$ cat config.mk
export PLATFORM = sky130hd
export DESIGN_NAME = ppu_text_console_flat
export DESIGN_NICKNAME = d
export VERILOG_FILES = /design/src/rtl/ppu_text_console_if.sv /design/src/rtl/ppu_text_console.sv /design/src/flat_wrapper.sv
export SDC_FILE = /design/constraint.sdc
export NUM_CORES = 1
export LEC_CHECK = 0
export ABC_AREA = 1
export BUFFER_PORTS_ARGS = -buffer_cell sky130_fd_sc_hd__buf_4
export CORE_MARGIN = 3
export CORE_UTILIZATION = 35
export DETAILED_ROUTE_END_ITERATION = 8
export GPL_TIMING_DRIVEN = 0
export HOLD_SLACK_MARGIN = 0.1
export PLACE_DENSITY = 0.5
export SETUP_SLACK_MARGIN = 0.15
export SYNTH_ARGS = -nofsm -noshare
export SYNTH_HDL_FRONTEND = slang
export SYNTH_SLANG_ARGS = --single-unit
$ cat constraint.sdc
create_clock -name clk -period 2.65 [get_ports clk]
set_input_delay 0.1325 -clock clk [delete_from_list [all_inputs] [get_ports clk]]
set_output_delay 0.1325 -clock clk [all_outputs]
set_load 0.05 [all_outputs]
$ cat src/rtl/ppu_text_console_if.sv
// CPU register port and text-buffer port of the text console.
// slave  : the console itself
// master : whatever drives the CPU side and hosts the text buffer
interface ppu_text_console_if #(
  parameter int ADDRW = 12
);
  logic             cpu_we;
  logic [1:0]       cpu_addr;
  logic [7:0]       cpu_wdata;
  logic [7:0]       cpu_rdata;
  logic             busy;
  logic             buf_we;
  logic [ADDRW-1:0] buf_addr;
  logic [7:0]       buf_wdata;
  logic [ADDRW-1:0] buf_rd_addr;
  logic [7:0]       buf_rdata;

  modport slave (
    input  cpu_we, cpu_addr, cpu_wdata, buf_rdata,
    output cpu_rdata, busy, buf_we, buf_addr, buf_wdata, buf_rd_addr
  );

  modport master (
    output cpu_we, cpu_addr, cpu_wdata, buf_rdata,
    input  cpu_rdata, busy, buf_we, buf_addr, buf_wdata, buf_rd_addr
  );
endinterface

$ cat src/rtl/ppu_text_console.sv
// Text console controller: CPU register interface, cursor tracking, and
// clear / scroll / fill sequencers that drive a text buffer.
// Optional macro PPU_CONSOLE_AUTOSCROLL_EN: a row advance off the last row
// scrolls the screen instead of wrapping the cursor to row 0.
module ppu_text_console #(
  parameter int TEXTCOL = 64,
  parameter int TEXTROW = 37,
  parameter int ADDRW   = 12
) (
  input logic               clk,
  input logic               rst_n,
  ppu_text_console_if.slave bus
);
  localparam int               TOTAL   = TEXTCOL * TEXTROW;
  localparam int               NCOPY   = (TEXTROW - 1) * TEXTCOL;
  localparam logic [ADDRW-1:0] LAST_A  = ADDRW'(TOTAL - 1);
  localparam logic [ADDRW-1:0] NCOPY_A = ADDRW'(NCOPY);
  localparam logic [ADDRW-1:0] COL_A   = ADDRW'(TEXTCOL);
  localparam logic [ADDRW-1:0] ONE_A   = ADDRW'(1);
  localparam logic [7:0]       XMAX    = 8'(TEXTCOL - 1);
  localparam logic [7:0]       YMAX    = 8'(TEXTROW - 1);
  localparam logic [7:0]       SPACE   = 8'h20;

  typedef enum logic [1:0] {IDLE, CLEAR, SCROLL, FILL} state_e;

  state_e           state_q, state_d;
  logic [7:0]       cur_x_q, cur_x_d, cur_y_q, cur_y_d;
  logic [ADDRW-1:0] cnt_q, cnt_d;       // sequencer index
  logic [ADDRW-1:0] wptr_q, wptr_d;     // scroll destination for data arriving now
  logic             rd_vld_q, rd_vld_d; // buf_rdata carries a scroll source byte
  logic             buf_we_q, buf_we_d;
  logic [ADDRW-1:0] buf_addr_q, buf_addr_d, buf_rd_addr_q, buf_rd_addr_d;
  logic [7:0]       buf_wdata_q, buf_wdata_d;
  logic [ADDRW-1:0] cur_addr;
  logic             printable, adv, start_scroll;

  assign cur_addr  = ADDRW'(cur_y_q) * COL_A + ADDRW'(cur_x_q);
  assign printable = (bus.cpu_wdata >= 8'h20) && (bus.cpu_wdata != 8'h7F);

  // Next-state: CPU command decode in IDLE, address sequencing otherwise
  always_comb begin
    state_d       = state_q;
    cur_x_d       = cur_x_q;
    cur_y_d       = cur_y_q;
    cnt_d         = cnt_q;
    wptr_d        = wptr_q;
    rd_vld_d      = 1'b0;
    buf_we_d      = 1'b0;
    buf_addr_d    = buf_addr_q;
    buf_wdata_d   = buf_wdata_q;
    buf_rd_addr_d = buf_rd_addr_q;
    adv           = 1'b0;
    start_scroll  = 1'b0;
    case (state_q)
      IDLE: if (bus.cpu_we) begin
        case (bus.cpu_addr)
          2'd0: begin
            if (printable) begin
              buf_we_d    = 1'b1;
              buf_addr_d  = cur_addr;
              buf_wdata_d = bus.cpu_wdata;
              if (cur_x_q == XMAX) adv = 1'b1;
              else                 cur_x_d = cur_x_q + 8'd1;
            end else if (bus.cpu_wdata == 8'h0A) begin
              adv = 1'b1;
            end else if (bus.cpu_wdata == 8'h0D) begin
              cur_x_d = 8'd0;
            end else if (bus.cpu_wdata == 8'h08 && cur_x_q != 8'd0) begin
              cur_x_d     = cur_x_q - 8'd1;
              buf_we_d    = 1'b1;
              buf_addr_d  = cur_addr - ONE_A;
              buf_wdata_d = SPACE;
            end
          end
          2'd1: cur_x_d = (bus.cpu_wdata > XMAX) ? XMAX : bus.cpu_wdata;
          2'd2: cur_y_d = (bus.cpu_wdata > YMAX) ? YMAX : bus.cpu_wdata;
          default: begin
            if (bus.cpu_wdata == 8'h01) begin
              state_d = CLEAR;
              cnt_d   = '0;
            end else if (bus.cpu_wdata == 8'h02) begin
              start_scroll = 1'b1;
            end
          end
        endcase
      end
      CLEAR: begin
        buf_we_d    = 1'b1;
        buf_addr_d  = cnt_q;
        buf_wdata_d = SPACE;
        if (cnt_q == LAST_A) begin
          state_d = IDLE;
          cur_x_d = 8'd0;
          cur_y_d = 8'd0;
        end else begin
          cnt_d = cnt_q + ONE_A;
        end
      end
      SCROLL: begin
        // Source byte for wptr_q arrives this cycle; write it out
        if (rd_vld_q) begin
          buf_we_d    = 1'b1;
          buf_addr_d  = wptr_q;
          buf_wdata_d = bus.buf_rdata;
        end
        if (cnt_q != NCOPY_A) begin
          rd_vld_d      = 1'b1;
          wptr_d        = cnt_q;
          cnt_d         = cnt_q + ONE_A;
          // Park the read address in range once the last source is issued
          buf_rd_addr_d = (cnt_q + ONE_A == NCOPY_A) ? '0 : cnt_q + ONE_A + COL_A;
        end else begin
          state_d = FILL;
          cnt_d   = NCOPY_A;
        end
      end
      default: begin // FILL: blank the last row
        buf_we_d    = 1'b1;
        buf_addr_d  = cnt_q;
        buf_wdata_d = SPACE;
        if (cnt_q == LAST_A) state_d = IDLE;
        else                 cnt_d   = cnt_q + ONE_A;
      end
    endcase
    // Row advance shared by LF and column wrap
    if (adv) begin
      cur_x_d = 8'd0;
      if (cur_y_q == YMAX) begin
`ifdef PPU_CONSOLE_AUTOSCROLL_EN
        cur_y_d      = YMAX;
        start_scroll = 1'b1;
`else
        cur_y_d      = 8'd0;
`endif
      end else begin
        cur_y_d = cur_y_q + 8'd1;
      end
    end
    // First source address goes out on the first SCROLL cycle
    if (start_scroll) begin
      state_d       = SCROLL;
      cnt_d         = '0;
      buf_rd_addr_d = COL_A;
    end
  end

  // State and registered outputs; reset aborts any running sequence
  always_ff @(posedge clk) begin
    if (!rst_n) begin
      state_q       <= IDLE;
      cur_x_q       <= '0;
      cur_y_q       <= '0;
      cnt_q         <= '0;
      wptr_q        <= '0;
      rd_vld_q      <= 1'b0;
      buf_we_q      <= 1'b0;
      buf_addr_q    <= '0;
      buf_wdata_q   <= '0;
      buf_rd_addr_q <= '0;
    end else begin
      state_q       <= state_d;
      cur_x_q       <= cur_x_d;
      cur_y_q       <= cur_y_d;
      cnt_q         <= cnt_d;
      wptr_q        <= wptr_d;
      rd_vld_q      <= rd_vld_d;
      buf_we_q      <= buf_we_d;
      buf_addr_q    <= buf_addr_d;
      buf_wdata_q   <= buf_wdata_d;
      buf_rd_addr_q <= buf_rd_addr_d;
    end
  end

  // Register readback
  always_comb begin
    case (bus.cpu_addr)
      2'd1:    bus.cpu_rdata = cur_x_q;
      2'd2:    bus.cpu_rdata = cur_y_q;
      2'd3:    bus.cpu_rdata = {7'b0, state_q != IDLE};
      default: bus.cpu_rdata = 8'h00;
    endcase
  end

  assign bus.busy        = (state_q != IDLE);
  assign bus.buf_we      = buf_we_q;
  assign bus.buf_addr    = buf_addr_q;
  assign bus.buf_wdata   = buf_wdata_q;
  assign bus.buf_rd_addr = buf_rd_addr_q;
endmodule
$ cat src/flat_wrapper.sv
// flat-port wrapper written by rule: the top's interface ports become plain ports
module ppu_text_console_flat 
#(
  parameter int TEXTCOL = 64,
  parameter int TEXTROW = 37,
  parameter int ADDRW   = 12
)
  (clk, rst_n, bus_cpu_we, bus_cpu_addr, bus_cpu_wdata, bus_buf_rdata, bus_cpu_rdata, bus_busy, bus_buf_we, bus_buf_addr, bus_buf_wdata, bus_buf_rd_addr);
  ppu_text_console_if #(.ADDRW(ADDRW)) bus_i ();
  input logic clk;
  input logic rst_n;
  input wire logic [$bits(bus_i.cpu_we)-1:0] bus_cpu_we;
  input wire logic [$bits(bus_i.cpu_addr)-1:0] bus_cpu_addr;
  input wire logic [$bits(bus_i.cpu_wdata)-1:0] bus_cpu_wdata;
  input wire logic [$bits(bus_i.buf_rdata)-1:0] bus_buf_rdata;
  output wire logic [$bits(bus_i.cpu_rdata)-1:0] bus_cpu_rdata;
  output wire logic [$bits(bus_i.busy)-1:0] bus_busy;
  output wire logic [$bits(bus_i.buf_we)-1:0] bus_buf_we;
  output wire logic [$bits(bus_i.buf_addr)-1:0] bus_buf_addr;
  output wire logic [$bits(bus_i.buf_wdata)-1:0] bus_buf_wdata;
  output wire logic [$bits(bus_i.buf_rd_addr)-1:0] bus_buf_rd_addr;
  assign bus_i.cpu_we = bus_cpu_we;
  assign bus_i.cpu_addr = bus_cpu_addr;
  assign bus_i.cpu_wdata = bus_cpu_wdata;
  assign bus_i.buf_rdata = bus_buf_rdata;
  assign bus_cpu_rdata = bus_i.cpu_rdata;
  assign bus_busy = bus_i.busy;
  assign bus_buf_we = bus_i.buf_we;
  assign bus_buf_addr = bus_i.buf_addr;
  assign bus_buf_wdata = bus_i.buf_wdata;
  assign bus_buf_rd_addr = bus_i.buf_rd_addr;
  ppu_text_console #(.TEXTCOL(TEXTCOL), .TEXTROW(TEXTROW), .ADDRW(ADDRW)) u_core (.clk(clk), .rst_n(rst_n), .bus(bus_i));
endmodule
==> results of run 1 <==
worst max-delay path, delay by kind of cell, from the launching register on:
family | cells | cell delay [ns]
adder cells (fa/ha/maj) | 2 | 0.64
AND/OR/NAND/NOR | 7 | 0.54
AO/OA/AOI/OAI | 1 | 0.12
buffers and inverters | 1 | 0.06
flip-flops | 1 | 0.49
XOR/XNOR | 1 | 0.34
sequential cells by signal (all words and copies together) (netlist names):
register	cells
u_core.bus.buf_addr	12
u_core.bus.buf_rd_addr	12
u_core.bus.buf_wdata	8
u_core.bus.buf_we	1
u_core.cnt_q	12
u_core.cur_x_q	8
u_core.cur_y_q	8
u_core.rd_vld_q	1
u_core.state_q	2
u_core.wptr_q	12
report_power, final:
| group | switching, mW | leakage [nW] | internal (mW) |
|---|---|---|---|
| logic | 1.94 | 1.95 | 0.813 |
| clock network | 0.516 | 0.156 | 0.846 |
| registers | 0.175 | 0.621 | 1.40 |
repair_timing:
action | 4_1_cts | 5_1_grt
endpoints found under the setup margin | 0 | 6
hold endpoints to repair | 7 | 0
gates resized for setup | 0 | 3
hold buffers | 7 | 0
area by class of cell:
class | count | area, um2 | area share (%)
inverter | 82 | 310 | 5.19
buffer | 34 | 171 | 2.87
sequential | 76 | 1520 | 25.5
tap | 176 | 220 | 3.68
clock inverter | 4 | 73.8 | 1.23
timing repair buffer | 68 | 528 | 8.83
multi-input combinational | 593 | 2910 | 48.7
clock buffer | 11 | 243 | 4.06
placed cells by master (no fill, tap or decap), types with 2 or more instances in the layout:
cell           count
nand2_1          231
nor2_1            90
inv_1             76
dfxtp_1           75
buf_4             64
a21oi_1           60
o21ai_0           49
nand3_1           46
buf_2             20
nand4_1           18
xor2_1            13
clkbuf_1          11
ha_1              11
o211ai_1          10
o22ai_1            9
a31oi_1            9
clkbuf_16          9
nor2_2             7
nor3_1             7
dlygate4sd3_1      7
nand2_2            5
inv_2              4
nor4_1             3
nor2_4             2
nand2_4            2
xnor2_1            2
a211oi_1           2
bufinv_16          2
kinds of logic after synthesis:
kind of cell             share of synthesized area [%]
AO/OA/AOI/OAI                                     16.8
XOR/XNOR                                          2.68
adder cells (fa/ha/maj)                           3.47
buffers and inverters                             9.81
flip-flops                                        31.0
AND/OR/NAND/NOR                                   36.2
metrics by stage:
stage | hold slack (ns) | util [%] | cell area [um2]
2_1_floorplan | 0.293 | - | 4910
3_3_place_gp | 0.422 | 41.4 | 5590
3_5_place_dp | 0.425 | 41.4 | 5590
4_1_cts | 0.106 | 44.2 | 5970
5_1_grt | 0.120 | 44.3 | 5980
6_report | 0.114 | 44.3 | 5980
synthesized netlist by cell type, drive strengths merged:
library cell | count | area, um2
dfxtp | 76 | 1520
o22ai | 9 | 56.3
o221ai | 1 | 8.76
xnor2 | 2 | 17.5
buf | 24 | 134
clkinv | 1 | 3.75
o211ai | 10 | 75.1
a31oi | 9 | 56.3
o21ai | 51 | 267
nor2 | 99 | 404
xor2 | 13 | 114
a21oi | 61 | 309
o21bai | 1 | 7.51
nand3b | 1 | 7.51
inv | 81 | 307
fa | 1 | 20.0
nor4 | 3 | 18.8
or2 | 1 | 6.26
ha | 12 | 150
clkbuf | 10 | 37.5
nand3 | 48 | 258
and2 | 1 | 6.26
a22oi | 1 | 7.51
a211oi | 2 | 15.0
nor3 | 8 | 45.0
a21boi | 1 | 7.51
a32oi | 1 | 8.76
nand2 | 238 | 921
o31ai | 1 | 7.51
nand4 | 18 | 113
routing by layer:
metal / share of wire, % / vias up / track usage (%) / wire length [um]
li1: - / 2713 / - / -
met1: 47 / 2537 / 30.6 / 8110
met2: 47 / 123 / 36.8 / 8070
met3: 4.4 / 24 / 3.56 / 762
met4: 2.1 / 0 / 7.41 / 360
met5: 0 / - / 0 / 0
final timing paths:
path                                               start                                     end  slack (ns)  cells past startpoint
hold reg to reg   u_core.bus.buf_rd_addr[9]$_SDFFE_PP0P_  u_core.bus.buf_rd_addr[9]$_SDFFE_PP0P_        0.47                      2
setup reg to reg          u_core.cur_x_q[6]$_SDFFE_PP0P_    u_core.bus.buf_addr[11]$_SDFFE_PN0P_        0.40                     12
hold / removal                          bus_cpu_wdata[4]    u_core.bus.buf_wdata[4]$_SDFFE_PN0P_        0.11                      3
setup / recovery          u_core.cur_x_q[6]$_SDFFE_PP0P_    u_core.bus.buf_addr[11]$_SDFFE_PN0P_        0.40                     12
==> summary.md, run 1 <==
| Metric | Value |
|---|---|
| Total GRT Usage | `22.6%` |
| Final Non-Filler Cells | `between 1000 and 1500` |
| Placed Cells | `1022` |
| ANT cells | `0` |
| Core area | `around 0.014 mm2` |
| Die width | `124 um` |
| Antenna-violating nets left | `0` |
| Gpl congestion | `0.894` |
| Normalized max-slew margin | `59.2%` |
| TritonCTS clock tree | `done` |
| First-pass GRT wire length | `~28000 um` |
| Hold crit path type | `in2reg` |
| Pre-CTS WS | `0.324 ns` |
| Via density | `around 5.2` |
| Max cap viols | `0` |
| DRT Pass-1 Iters | `5` |
| Area grow syn2layout | `21.8%` |
| Achievable Freq | `between 0.4 and 0.5 GHz` |
| Sink Count | `76` |
| Die H | `124 um` |
| Clock transition at the registers of the reported paths | `about 0.060 ns` |
| Io pins | `63` |
| CP dominant cell by count | `nand2_1` |
| Initial DRC count | `379` |
| Avg Inst Size Synth | `6.25 um2` |
| Highest cell delay on the worst timing path | `0.49 ns` |
| Total number of vias | `approximately 5400` |
| Critical path endpoint category | `flip-flop` |
| Cell area power density | `952 mW/mm2` |
| Leakage Power | `2.73 nW` |
| Crit start category | `flip-flop` |
| DRC | `0` |
| Worst EP arrival | `2.52 ns` |
| Period utilization | `84.8%` |
| Max-slew violations | `0` |
| Post-Route Setup TNS | `0 ns` |
| Clk root buf | `clkbuf_16` |
| Final setup violation count | `0` |
| Routed Wire Length | `between 15000 and 20000 um` |
| Nets | `898` |
| Critical Path RT | `2.92 ns` |
| H-tree lvl count | `3` |
| Ys Warns | `0` |
| Clk_lat worst skew | `between 0.3 and 0.4 ns` |
| Crit-path cells | `ha_1 -> inv_1 -> fa_1 -> nor2_1 -> nand2_1 -> xor2_1 -> nor2_1 -> nand2_1 -> nand2_1 -> nand3_1 -> nand2_1 -> a21oi_1` |
| Number of global-route vias before repair | `5292` |
| Drt wl/cell | `~17 um` |
| Starting density of the core | `36.4%` |
| Initial antenna violation count | `0` |
| Net Count, Synth | `about 820` |
| Final HPWL DP | `13500 um` |
| Critical Path Fanout Max | `8` |
| Critical-path top delay cell | `dfxtp_1` |
| Worst-margin pin slew | `0.607 ns` |
| FP Rows | `42` |
| Share of layout cells above drive strength 1 | `14.7%` |
| Setup WS post-layout | `between 0.4 and 0.5 ns` |
| Final hold vios | `0` |
| RSZ-0062 raised after global routing | `no` |
| DIE AREA | `0.0155 mm2` |
| Min Tclk post-route | `2.25 ns` |
| CP Class | `reg2reg` |
| Worst VDD drop | `0.348 mV` |
| Max clock buf depth | `2` |
| Post-synthesis instance total | `785` |
| Mapped Area | `just under 0.005 mm2` |
| Total power | `5.69 mW` |
| Largest net degree at the start of global routing | `13` |
| GRT Residual Overflow | `0` |
| Cell variety after synth | `44` |
| Status | `finished clean` |
| Postcts setup bufs | `0` |
| CTS buffer count | `9` |
| Port Buf Inserts | `61` |
| Sequential fraction of the synthesis area | `31.0%` |
| Fill count | `1473` |
| Synthesized flop and latch total | `76` |
| Clock Skew | `~0.0073 ns` |
(Power assumes the default switching activity.)
==> inputs of run 2 (changes only) <==
--- a/config.mk
+++ b/config.mk
@@ -5,14 +5,14 @@
 export SDC_FILE = /design/constraint.sdc
 export NUM_CORES = 1
 export LEC_CHECK = 0
-export ABC_AREA = 1
+export ABC_AREA = 0
 export BUFFER_PORTS_ARGS = -buffer_cell sky130_fd_sc_hd__buf_4
 export CORE_MARGIN = 3
 export CORE_UTILIZATION = 35
 export DETAILED_ROUTE_END_ITERATION = 8
 export GPL_TIMING_DRIVEN = 0
 export HOLD_SLACK_MARGIN = 0.1
-export PLACE_DENSITY = 0.5
+export PLACE_DENSITY = 0.52
 export SETUP_SLACK_MARGIN = 0.15
 export SYNTH_ARGS = -nofsm -noshare
 export SYNTH_HDL_FRONTEND = slang
==> constraint.sdc (replaced) <==
create_clock -name clk -period 1.97 [get_ports clk]
set_input_delay 0.0985 -clock clk [delete_from_list [all_inputs] [get_ports clk]]
set_output_delay 0.0985 -clock clk [all_outputs]
set_load 0.05 [all_outputs]
==> run 2 against run 1 <==
The run now ends with setup timing left; final area rose by 31%; maximum frequency up 2.2%; global-route usage grew 2.0 points; wire length grew 21%; sequential power is essentially flat; die area grew 3.0%; clock skew up 0.0034 ns; critical endpoint is now u_core.bus.buf_addr[9]$_SDFFE_PN0P_.
==> summary.md, run 2 <==
| Metric | Value |
|---|---|
| Status | `finished, violations left` |
| Violated checks | `setup timing` |
| Sequential fraction of the synthesis area | `30.0% (-0.96 points)` |
| Highest routed layer | `met4` |
| Most common cell in the netlist | `dfxtp_1` |
| Critical path endpoint category | `flip-flop` |
| Net Count, Synth | `709 (-13%)` |
| Cell area power density | `521 mW/mm2 (-45%)` |
| Final setup violation count | `43 (+43)` |
| H-tree lvl count | `3 (unchanged)` |
| Sink Count | `76 (unchanged)` |
| Commonest non-fill, non-tap cells in the layout | `buf_4 (124), dfxtp_1 (60), nand2_1 (57)` |
| Number of global-route vias before repair | `5561 (+5.1%)` |
| Setup WS post-layout | `-0.227 ns (-0.631 ns)` |
| Total number of vias | `6011 (+11%)` |
| Avg Inst Size Synth | `7.51 um2 (+20%)` |
| Post-Place Cell Area | `0.00593 mm2 (+6.2%)` |
| Fill count | `1274 (-14%)` |
| DIE AREA | `0.0160 mm2 (+3.0%)` |
| Comb pwr share | `18.2% (-30 points)` |
| Clock transition at the registers of the reported paths | `0.07 ns (about the same)` |
| Via density | `5.92 (+15%)` |
| Ys Warns | `0 (unchanged)` |
| DRC | `0 (unchanged)` |
| Critical-path top delay cell | `fa_2` |
| CP Buf/Inv Count | `1 (unchanged)` |
| Most common cell after layout, fill and taps aside | `buf_4` |
| Worst VDD drop | `0.530 mV (+52%)` |
| Leakage Power | `3.10 nW (+14%)` |
| Max-slew violations | `0 (unchanged)` |
| ANT cells | `0 (unchanged)` |
| Worst-margin pin slew | `0.829 ns (+0.222 ns)` |
| Clk_lat worst skew | `0.35 ns (about the same)` |
| Area leader, netlist | `dfxtp_1` |
| Met3 wire len | `1420 um (+86%)` |
| Io pins | `63 (unchanged)` |
| Crit-path cells | `ha_4 -> inv_2 -> fa_2 -> nor2b_4 -> nand2_4 -> nor3_4 -> xnor2_2 -> o21ai_1 -> a32o_1` |
| Achievable Freq | `0.455 GHz (+2.2%)` |
| Post-synth EDFFs | `0 (unchanged)` |
| Port Buf Inserts | `59 (-3.3%)` |
| Initial DRC count | `624 (+65%)` |
| Mapped Area | `0.00507 mm2 (+3.2%)` |
| Post-route cell area | `0.00783 mm2 (+31%)` |
| Crit start category | `flip-flop` |
| Max clock buf depth | `2 (unchanged)` |
| First-pass GRT wire length | `31200 um (+10%)` |
| FP Rows | `43 (+2.4%)` |
| Nets | `864 (-3.8%)` |
| Normalized max-slew margin | `44.3% (-15 points)` |
| P_int | `2.84 mW (-7.0%)` |
| Initial antenna violation count | `0 (unchanged)` |
| Routed Wire Length | `20900 um (+21%)` |
| Ys flop type | `dfxtp_1` |
| Sw Pwr | `1.24 mW (-53%)` |
| Core area | `0.0140 mm2 (+4.0%)` |
| Share of layout cells above drive strength 1 | `42.4% (+28 points)` |
| Gpl congestion | `0.924 (+3.3%)` |
| Clk root buf | `clkbuf_16` |
| Worst hold slack | `0.131 ns (+0.0169 ns)` |
| DRT Pass-1 Iters | `7 (+2)` |
| Final HPWL DP | `13700 um (+1.9%)` |
| Starting density of the core | `36.1% (-0.28 points)` |
| Met2 Routed Length | `9780 um (+21%)` |
| Sw frac | `30.3% (-16 points)` |
| Critical path's top delay family | `adder cells` |
| Antenna-violating nets left | `0 (unchanged)` |
| Min Tclk post-route | `2.20 ns (-0.0490 ns)` |
| Clock Skew | `0.0107 ns (+0.00337 ns)` |
| Critical Path RT | `2.21 ns (-0.71 ns)` |
| Drt wl/cell | `20.6 um (+24%)` |
| TritonCTS clock tree | `done` |
| Top cells by count, synth | `dfxtp_1 (76), nand2_1 (71), a21oi_1 (65)` |
| Placed Cells | `914 (-11%)` |
| Cell variety after synth | `68 (+55%)` |
| Total GRT Usage | `24.6% (+2.0 points)` |
| Ys async rst share | `0% (unchanged)` |
| Worst EP arrival | `2.44 ns (-0.08 ns)` |
| Critical Path Fanout Max | `3 (-5)` |
| CP Class | `reg2reg` |
| Sequential cell fraction of total power | `38.7% (+11 points)` |
| Post-synthesis instance total | `675 (-14%)` |
| Synth top area share | `30.0% (-0.96 points)` |
| Largest net degree at the start of global routing | `16 (+3)` |
| Register area | `0.00157 mm2 (+3.0%)` |
| Largest cells by area after synthesis | `dfxtp_1 (30%), a21oi_1 (6.4%), nand2_1 (5.3%), nor2_1 (4.5%), o21ai_0 (3.8%)` |
| Clk pwr share | `43.1% (+19 points)` |
| Met1 wire length | `9270 um (+14%)` |
| Hold crit path type | `in2reg` |
| Area of the multi-input gates | `0.00398 mm2 (+37%)` |
| Die H | `126 um (+1.5%)` |
| Highest cell delay on the worst timing path | `0.54 ns (+0.05 ns)` |
| GRT Residual Overflow | `0 (unchanged)` |
| Period utilization | `112% (+27 points)` |
| Max cap viols | `0 (unchanged)` |
| RSZ-0062 raised after global routing | `yes` |
| Synthesized flop and latch total | `76 (unchanged)` |
| Final hold vios | `0 (unchanged)` |
| CTS buffer count | `9 (unchanged)` |
| Final Non-Filler Cells | `1015 (-2.8%)` |
| Die width | `126 um (+1.5%)` |
| Area grow syn2layout | `54.6%` |
run 2: cell count changes in the layout (fill, tap and decap cells not counted), sizes merged, moves of 8 or more:
cell and delta:
nand2 -167, buf +80, inv -59, nor2 -38
clkbuf +26, nand3 -20, o21a +16, xnor2 +15
o21ai -12, mux2i +11, nor3 +11, or3 +10
a22oi +8, nor2b +8
run 2: area by class of cell:
type	instances	area share [%]
clock buffer	9	2.88
sequential	76	20.0
multi-input combinational	522	50.8
timing repair buffer	144	15.9
clock inverter	7	1.01
buffer	59	5.53
inverter	18	0.991
tap	180	2.88
run 2: layer usage:
metal / global-route usage [%] / up-vias
li1: - / 2775
met1: 33.5 / 2946
met2: 40.0 / 254
met3: 5.56 / 36
met4: 5.62 / 0
met5: 0 / -
run 2: path summary, 6_finish.rpt:
kind | from | endpoint | slack, ns | cells after the start
worst max-delay path | u_core.cur_y_q[0]$_SDFFE_PN0P_ | u_core.bus.buf_addr[9]$_SDFFE_PN0P_ | -0.23 | 9
worst min-delay path | bus_buf_rdata[3] | u_core.bus.buf_wdata[3]$_SDFFE_PN0P_ | 0.13 | 5
worst max register to register | u_core.cur_y_q[0]$_SDFFE_PN0P_ | u_core.bus.buf_addr[9]$_SDFFE_PN0P_ | -0.23 | 9
worst min register to register | u_core.bus.buf_addr[1]$_SDFFE_PN0P_ | u_core.bus.buf_addr[1]$_SDFFE_PN0P_ | 0.46 | 2
run 2: repair_timing:
action	4_1_cts	5_1_grt
gates cloned	4	4
buffers inserted	48	29
pin swaps	52	49
hold buffers	0	0
resized for setup	132	107
setup endpoints to repair	74	74
run 2: power by group through the flow:
stage / clock network [mW] / logic, mW / registers [mW]
floorplan: 0 / 0.322 / 1.67
global placement: 0 / 0.564 / 1.63
detailed placement: 0 / 0.566 / 1.63
CTS: 1.78 / 0.665 / 1.59
global route: 1.85 / 0.785 / 1.58
finish: 1.76 / 0.743 / 1.58
run 2: through the flow:
step           total power, mW  worst slack [ns]  setup TNS [ns]  utilization, %
6_report                  4.08            -0.227           -4.73            55.8
3_5_place_dp              2.19            -0.518          -23.35            42.3
4_1_cts                   4.03            -0.241           -3.43            50.8
5_1_grt                   4.21            -0.291           -8.50            55.8
2_1_floorplan             2.00          -0.00695        -0.00695               -
3_3_place_gp              2.19            -0.524          -23.21            42.3
run 2: worst min-delay path, stage by stage:
cell	delay [ns]
buf_4	0.11
nand2_1	0.05
a21oi_1	0.06
nand2_2	0.07
a21oi_2	0.04
run 2: kinds of logic (layout without fill, tap and decap cells):
logic type	after synthesis	in the layout	synth area share, %
xor+xnor	27	27	4.67
compound gates	208	208	27.1
mux	12	12	2.40
buf+inv	77	237	6.45
flops	76	76	30.0
fa+ha+maj	13	13	3.36
simple gates	262	262	26.0
==> inputs of run 3 (changes only) <==
--- a/config.mk
+++ b/config.mk
@@ -7,7 +7,7 @@
 export LEC_CHECK = 0
 export ABC_AREA = 0
 export BUFFER_PORTS_ARGS = -buffer_cell sky130_fd_sc_hd__buf_4
-export CORE_MARGIN = 3
+export CORE_MARGIN = 2
 export CORE_UTILIZATION = 35
 export DETAILED_ROUTE_END_ITERATION = 8
 export GPL_TIMING_DRIVEN = 0
==> run 3 against run 2 <==
The run still ends with setup timing left; hold slack lost 0.0055 ns; worst setup slack lost 0.0011 ns; clock skew shrank 0.0017 ns; non-clock buffer count grew 8; first-iteration DRC count shrank 14%; sequential share of layout area shrank 0.69 points; critical path depth grew 1; largest cell class unchanged; largest power group unchanged.
==> summary.md, run 3 (same netlist as run 2, synthesis figures left out) <==
| Metric | Value |
|---|---|
| Status | `finished, violations left` |
| Violated checks | `setup timing` |
| CTS buffer count | `9 (unchanged)` |
| Die width | `124 um (-1.6%)` |
| Leakage Power | `3.11 nW (+0.28%)` |
| Final HPWL DP | `14000 um (+2.2%)` |
| Starting density of the core | `36.2% (+0.14 points)` |
| Most common cell after layout, fill and taps aside | `buf_4` |
| Max cap viols | `0 (unchanged)` |
| Worst EP arrival | `2.48 ns (+0.04 ns)` |
| GRT Residual Overflow | `0 (unchanged)` |
| Post-route cell area | `0.00809 mm2 (+3.3%)` |
| Clk root buf | `clkbuf_16` |
| Cell area power density | `487 mW/mm2 (-6.4%)` |
| Critical-path top delay cell | `dfxtp_4` |
| Clk_lat worst skew | `0.35 ns (about the same)` |
| Sink Count | `76 (unchanged)` |
| ANT cells | `0 (unchanged)` |
| RSZ-0062 raised after global routing | `yes` |
| Period utilization | `112% (about the same)` |
| Final setup violation count | `49 (+14%)` |
| Critical Path RT | `2.25 ns (+0.04 ns)` |
| DIE AREA | `0.0155 mm2 (-3.1%)` |
| Via density | `5.89 (-0.53%)` |
| Largest net degree at the start of global routing | `15 (-1)` |
| Die H | `124 um (-1.6%)` |
| FP Rows | `43 (unchanged)` |
| Core area | `0.0140 mm2 (-0.38%)` |
| Worst VDD drop | `0.589 mV (+11%)` |
| H-tree lvl count | `3 (unchanged)` |
| Initial DRC count | `534 (-14%)` |
| Clock Skew | `0.00903 ns (-0.00167 ns)` |
| Nets | `872 (+0.93%)` |
| Crit start category | `flip-flop` |
| Initial antenna violation count | `0 (unchanged)` |
| Worst-margin pin slew | `0.944 ns (+0.116 ns)` |
| Cts hold-fix bufs | `0 (unchanged)` |
| Area grow syn2layout | `59.7%` |
| Share of layout cells above drive strength 1 | `45.2% (+2.8 points)` |
| Number of global-route vias before repair | `5720 (+2.9%)` |
| DRC | `0 (unchanged)` |
| Post-Place Cell Area | `0.00593 mm2 (unchanged)` |
| DRT Pass-1 Iters | `5 (-2)` |
| Min Tclk post-route | `2.20 ns (+0.00111 ns)` |
| Final hold vios | `0 (unchanged)` |
| Highest cell delay on the worst timing path | `0.39 ns (-0.15 ns)` |
| Max-slew violations | `0 (unchanged)` |
| Normalized max-slew margin | `36.6% (-7.8 points)` |
| Io pins | `63 (unchanged)` |
| Critical Path Fanout Max | `8 (+5)` |
| Drt wl/cell | `21.2 um (+2.9%)` |
| Critical path endpoint category | `flip-flop` |
| Gpl congestion | `0.934 (+1.0%)` |
| Total number of vias | `6026 (+0.25%)` |
| Port Buf Inserts | `59 (unchanged)` |
| Clock transition at the registers of the reported paths | `0.07 ns (about the same)` |
| Commonest non-fill, non-tap cells in the layout | `buf_4 (121), dfxtp_1 (61), nand2_1 (54)` |
| Max clock buf depth | `2 (unchanged)` |
| Antenna-violating nets left | `0 (unchanged)` |
| First-pass GRT wire length | `32300 um (+3.6%)` |
| Crit-path cells | `inv_4 -> ha_4 -> nor3b_4 -> a2111o_1 -> a21oi_2 -> a211o_1 -> buf_6 -> buf_4 -> o221ai_2 -> a21oi_1` |
| Routed Wire Length | `21700 um (+3.7%)` |
| Total GRT Usage | `26.2% (+1.6 points)` |
| TritonCTS clock tree | `done` |
| CP Class | `reg2reg` |
| Hold crit path type | `in2reg` |
| Final core occ | `57.8% (+2.1 points)` |
| Achievable Freq | `0.455 GHz (about the same)` |
| Setup WS post-layout | `-0.228 ns (-0.00111 ns)` |
## run 3: worst paths after layout
check                                 startpoint                                    to  slack (ns)  cells after the start
max               u_core.cur_x_q[0]$_SDFFE_PP0P_  u_core.bus.buf_addr[11]$_SDFFE_PN0P_       -0.23                     10
min                             bus_buf_rdata[3]  u_core.bus.buf_wdata[3]$_SDFFE_PN0P_        0.13                      5
max reg2reg       u_core.cur_x_q[0]$_SDFFE_PP0P_  u_core.bus.buf_addr[11]$_SDFFE_PN0P_       -0.23                     10
min reg2reg  u_core.bus.buf_addr[7]$_SDFFE_PN0P_   u_core.bus.buf_addr[7]$_SDFFE_PN0P_        0.46                      2
## run 3: power by group
| group | internal [mW] | leakage (nW) | switching (mW) | total (mW) |
|---|---|---|---|---|
| logic | 0.295 | 2.36 | 0.463 | 0.758 |
| registers | 1.56 | 0.625 | 0.0271 | 1.58 |
| clock network | 0.863 | 0.125 | 0.741 | 1.60 |
## run 3: stage by stage
| step | total power, mW | setup TNS [ns] | cells | setup slack, ns | hold WS [ns] |
|---|---|---|---|---|---|
| floorplan | 2.00 | -0.00695 | 675 | -0.00695 | 0.350 |
| global placement | 2.20 | -26.44 | 914 | -0.562 | 0.444 |
| detailed placement | 2.19 | -30.25 | 914 | -0.656 | 0.449 |
| CTS | 3.90 | -4.23 | 992 | -0.191 | 0.121 |
| global route | 4.09 | -8.06 | 1023 | -0.288 | 0.141 |
| finish | 3.94 | -4.45 | 1023 | -0.228 | 0.125 |
## run 3: timing repair
item,in CTS,in global routing
cloned,5,3
setup buffers,57,28
pin swaps,67,49
endpoints found under the setup margin,75,76
gates resized for setup,158,131
## run 3: worst max-delay path, delay by kind of cell (launching register included)
kind / cells / cell delay [ns]
AOI/OAI and AO/OA: 5 / 1.09
and+or+nand+nor: 1 / 0.14
adders and majority gates: 1 / 0.14
DFF: 1 / 0.39
buffers and inverters: 3 / 0.36
## run 3: final cells by class
type | instances | area (um2)
inverter | 18 | 80.1
fill | 1265 | 5900
buffer | 59 | 437
clock buffer | 10 | 229
tap | 180 | 225
timing repair buffer | 152 | 1380
multi-input combinational | 522 | 4130
clock inverter | 6 | 48.8
sequential | 76 | 1570
## run 3: layer usage
metal	routed length (um)	GRT usage, %	vias up
li1	-	-	2794
met2	10500	44.7	255
met5	0	0	-
met3	1320	5.41	58
met4	713	8.26	0
met1	9140	33.2	2919
